`config.mk`:
```
export PLATFORM = sky130hd
export DESIGN_NAME = pulse_stretch
export DESIGN_NICKNAME = d
export VERILOG_FILES = /design/src/rtl/pulse_stretch_pkg.sv /design/src/rtl/pulse_stretch.sv
export SDC_FILE = /design/constraint.sdc
export NUM_CORES = 1
export LEC_CHECK = 0
export BUFFER_PORTS_ARGS = -buffer_cell sky130_fd_sc_hd__buf_2
export CAP_MARGIN = 20
export CELL_PAD_IN_SITES_DETAIL_PLACEMENT = 1
export CELL_PAD_IN_SITES_GLOBAL_PLACEMENT = 2
export CORE_MARGIN = 2
export CORE_UTILIZATION = 34
export CTS_BUF_LIST = sky130_fd_sc_hd__clkbuf_16
export DETAILED_ROUTE_END_ITERATION = 10
export PLACE_DENSITY = 0.74
export SYNTH_ARGS = -nofsm -noshare
export SYNTH_HDL_FRONTEND = slang
export SYNTH_SLANG_ARGS = --single-unit
```
`constraint.sdc`:
```
create_clock -name clk -period 2.4 [get_ports clk]
set_clock_uncertainty 0.1 [all_clocks]
set_input_delay 0.36 -clock clk [delete_from_list [all_inputs] [get_ports clk]]
set_output_delay 0.36 -clock clk [all_outputs]
set_load 0.02 [all_outputs]
```
`src/rtl/pulse_stretch_pkg.sv`:
```
// Shared types and helpers for the pulse stretcher: FSM state encoding and
// the phase-counter width calculation.
package pulse_stretch_pkg;

  typedef enum logic [1:0] {
    IDLE = 2'd0,
    ON   = 2'd1,
    OFF  = 2'd2
  } state_t;

  // Counter must hold phase_length-1 for the longer of the two phases.
  function automatic int unsigned cnt_width(input int unsigned on_c,
                                            input int unsigned off_c);
    int unsigned m;
    int unsigned w;
    m = (on_c > off_c) ? on_c : off_c;
    w = unsigned'($clog2(m));
    if (w < 1) w = 1;
    return w;
  endfunction

endpackage

```
`src/rtl/pulse_stretch.sv`:
```
// Stretches one-tick event strobes into fixed-width output pulses with a
// guaranteed low gap; events during a pulse queue in a saturating counter.
module pulse_stretch
  import pulse_stretch_pkg::*;
#(
  parameter int unsigned ON_CYCLES  = 1_000_000,
  parameter int unsigned OFF_CYCLES = 1_000_000,
  parameter int unsigned PEND_W     = 4
) (
  input  logic              clk,
  input  logic              rst_n,
  input  logic              trig,
  input  logic              clr_dropped,
  output logic              out,
  output logic              busy,
  output logic              done,
  output logic [PEND_W-1:0] pending,
  output logic              dropped
);

  localparam int unsigned       CW       = cnt_width(ON_CYCLES, OFF_CYCLES);
  localparam logic [CW-1:0]     ON_LAST  = CW'(ON_CYCLES - 1);
  localparam logic [CW-1:0]     OFF_LAST = CW'(OFF_CYCLES - 1);
  localparam logic [PEND_W-1:0] PEND_MAX = '1;

  if (ON_CYCLES < 1 || OFF_CYCLES < 1 || PEND_W < 1) begin : g_param_check
    $error("pulse_stretch: ON_CYCLES, OFF_CYCLES and PEND_W must be >= 1");
  end

  state_t            state, state_nx;
  logic [CW-1:0]     cnt, cnt_nx;
  logic [PEND_W-1:0] pend_nx;
  logic              dropped_nx;
  logic              inc;
  logic              drop_ev;

  always_ff @(posedge clk or negedge rst_n) begin
    if (!rst_n) begin
      state   <= IDLE;
      cnt     <= '0;
      pending <= '0;
      dropped <= 1'b0;
      out     <= 1'b0;
      busy    <= 1'b0;
      done    <= 1'b0;
    end else begin
      state   <= state_nx;
      cnt     <= cnt_nx;
      pending <= pend_nx;
      dropped <= dropped_nx;
      out     <= (state_nx == ON);
      busy    <= (state_nx != IDLE);
      done    <= (state_nx == ON) && (cnt_nx == ON_LAST);
    end
  end

  always_comb begin
    state_nx = state;
    cnt_nx   = cnt;
    pend_nx  = pending;
    inc      = 1'b0;
    drop_ev  = 1'b0;

    unique case (state)
      IDLE: begin
        if (trig) begin
          state_nx = ON;
          cnt_nx   = '0;
        end
      end
      ON: begin
        inc = trig;
        if (cnt == ON_LAST) begin
          state_nx = OFF;
          cnt_nx   = '0;
        end else begin
          cnt_nx = cnt + 1'b1;
        end
      end
      OFF: begin
        if (cnt == OFF_LAST) begin
          cnt_nx = '0;
          // A trig here either starts the next pulse directly (queue empty)
          // or cancels against the dequeue, so pending never increments.
          if (pending != '0 || trig) begin
            state_nx = ON;
            if (pending != '0 && !trig) pend_nx = pending - 1'b1;
          end else begin
            state_nx = IDLE;
          end
        end else begin
          cnt_nx = cnt + 1'b1;
          inc    = trig;
        end
      end
      default: begin
        state_nx = IDLE;
        cnt_nx   = '0;
      end
    endcase

    if (inc) begin
      if (pending == PEND_MAX) drop_ev = 1'b1;
      else                     pend_nx = pending + 1'b1;
    end

    if (drop_ev)          dropped_nx = 1'b1;
    else if (clr_dropped) dropped_nx = 1'b0;
    else                  dropped_nx = dropped;
  end

endmodule

```
==> results.json <==
{
  "outcome": "finished with violations",
  "violations": "negative setup slack",
  "ant_nets": 0,
  "syn_area_mm2": 0.00200,
  "routed_wl_mm": 7.35,
  "synth_most_common_cell": "dfrtp_1",
  "dpl_cell_area_mm2": 0.00257,
  "final_area_mm2": 0.00290,
  "hold_path.class": "input port to asynchronous set/reset pin",
  "clkTransAtPathRegs_ns": 0.06,
  "hold_viol_final": 0,
  "synth_top_area_share_pct": 37.6,
  "p_per_area_mw_per_mm2": 853,
  "dr.pass1.iters": 4,
  "place.gp.congestion": 0.837,
  "critPathTopFamily": "simple AND/OR/NAND/NOR gates",
  "slew_headroom_pct": 51.3,
  "antenna_found_initial": 0,
  "synth_cells": 230,
  "synth_edf_count": 0,
  "syn-num-nets": 241,
  "fmax_ghz": 0.399,
  "worstMarginPinSlew_ns": 0.726,
  "critPathArrivalTime_ns": 2.60,
  "ctsLongestPathBuffers": 2,
  "rows": 27,
  "nets": 317,
  "finalWorstSetupSlack_ns": -0.105,
  "finalCriticalPeriod_ns": 2.51,
  "syn2layout_area_growth_pct": 45.2,
  "first_iter_violations": 117,
  "seq_area_frac_synth_pct": 37.6,
  "setup_viol": 3,
  "setup-tns-final_ns": -0.165,
  "cts_tree": "built",
  "yosys_register_bits": 30,
  "core_area_mm2": 0.00557,
  "dpl.hpwl_mm": 5.33,
  "rsz0062_at_grt": "true",
  "startpoint_type": "register",
  "drc": 0,
  "cp_slowest_cell": "or4_4",
  "leakage_nw": 1.34,
  "root_buffer": "clkbuf_16",
  "ys_async_sr_fraction_pct": 100,
  "syn_area_per_cell_um2": 8.68,
  "cap_viol_max_count": 0,
  "drive_gt1_share_pct": 36.5,
  "synth_common_cells": "30 x dfrtp_1, 22 x nand2_1, 20 x nor2_1, 17 x nand3_1, 14 x a21oi_1",
  "endpoint_kind": "register",
  "dieArea_mm2": 0.00650,
  "clk_latency_ns": 0.28,
  "yosys_warnings": 0,
  "grt_pass1_vias": 2205,
  "start_util_pct": 35.8,
  "ys.flop_type": "dfrtp_1",
  "min_period_over_period_pct": 104,
  "die_h_um": 80.6,
  "synthTopCellsByArea": "dfrtp_1 38%, ha_1 4.4%, nand3_1 4.3%, nand2_1 4.1%, nor2_1 3.8%",
  "worstSetupPathType": "register to register",
  "synth_cell_types": 55,
  "htree_levels": 2,
  "cts_sinks": 30,
  "hold_buffers": 0,
  "grt_overflow": 0,
  "io_pins": 12,
  "path_cells": "or4_4, nor4_4, buf_4, a21oi_2, a221oi_1, nor2b_1, nand4_1, nor4b_2",
  "grt_max_degree": 31,
  "dp_slack_ns": -0.153,
  "maxSlewViolCount": 0,
  "cp.required_ns": 2.49,
  "fin_util_pct": 52.0,
  "num_vias": 2162,
  "numCtsBuffers": 5,
  "track_usage_pct": 24.5,
  "cp_max_fo": 4,
  "diodes": 0,
  "via_per_inst": 5.70,
  "vdd_drop_max_mv": 0.442,
  "port_buffers": 11,
  "die_w_um": 80.6,
  "drt-wirelength-per-cell_um": 19.4,
  "worst_path_largest_cell_delay_ns": 0.55,
  "path_buf_inv": 1,
  "synth_area_leader_cell": "dfrtp_1",
  "grt_pass1_wl_mm": 11.7
}
[per-stage QoR]
stage               cells  total power [mW]  hold WS [ns]
global route          379              2.63        0.0961
floorplan             230              1.25       -0.0356
detailed placement    364              1.71         0.371
finish                379              2.47        0.0413
global placement      364              1.69         0.366
CTS                   379              2.37        0.0768
[cell usage in the layout, fill, tap and decap left out, types with 3 or more instances in the layout]
cell type / n
buf_4: 68
dfrtp_1: 30
nor2_1: 20
nand2_1: 18
nand3_1: 16
a21oi_1: 14
buf_2: 11
inv_1: 8
o21ai_0: 7
and3_1: 7
nand4_1: 6
ha_1: 6
clkbuf_16: 5
a31oi_1: 4
nor2b_1: 4
and4_1: 4
nor4_1: 4
nand2b_1: 3
a311oi_1: 3
xnor2_1: 3
nand2_4: 3
buf_6: 3
[per-layer routing]
| metal | part of all wire, % | up-vias | global-route usage (%) |
|---|---|---|---|
| met1 | 41 | 1088 | 29.9 |
| met2 | 52 | 48 | 43.6 |
| met4 | 2.2 | 0 | 8.64 |
| met3 | 5.0 | 11 | 3.71 |
| met5 | 0 | - | 0 |
| li1 | - | 1015 | - |
[layout make-up]
class                      count  area (um^2)
inverter                       8         30.0
clock inverter                 3         16.3
multi-input combinational    179         1290
timing repair buffer          82          599
clock buffer                   5          125
fill                         657         2680
sequential                    30          751
tap                           72         90.1
[state kept, by name, summed over array words and instances, names as in the netlist]
| name | cells |
|---|---|
| pending | 4 |
| out | 1 |
| done | 1 |
| cnt | 20 |
| busy | 1 |
| state | 2 |
| dropped | 1 |
[path summary, 6_finish.rpt]
kind                             start    endpoint  slack (ns)  cells after the start
setup reg to reg               cnt[13]        done       -0.11                      8
setup / recovery               cnt[13]        done       -0.11                      8
min in group clk           clr_dropped     dropped        0.17                      2
hold / removal                   rst_n      cnt[7]        0.04                      1
hold reg to reg                dropped     dropped        0.42                      2
max in group asynchronous        rst_n  pending[0]        1.68                      1
[cells by family after synthesis]
kind of cell    after synthesis  synth area share [%]
simple gates                105                  29.3
compound gates               60                  20.7
flops                        30                  37.6
buf+inv                      21                  4.76
fa+ha+maj                     7                  4.39
xor+xnor                      5                  2.19
mux                           2                  1.00
[timing repair]
item / CTS / global route
setup buffers: 7 / 0
resized for setup: 11 / 19
pin swaps: 7 / 9
setup endpoints to repair: 5 / 8
[where the power goes]
part / total (mW) / switching [mW] / internal, mW
Clock: 0.612 / 0.234 / 0.378
Combinational: 1.17 / 0.631 / 0.536
Sequential: 0.693 / 0.0988 / 0.595
Note: power is estimated with default switching activity, not from simulation.
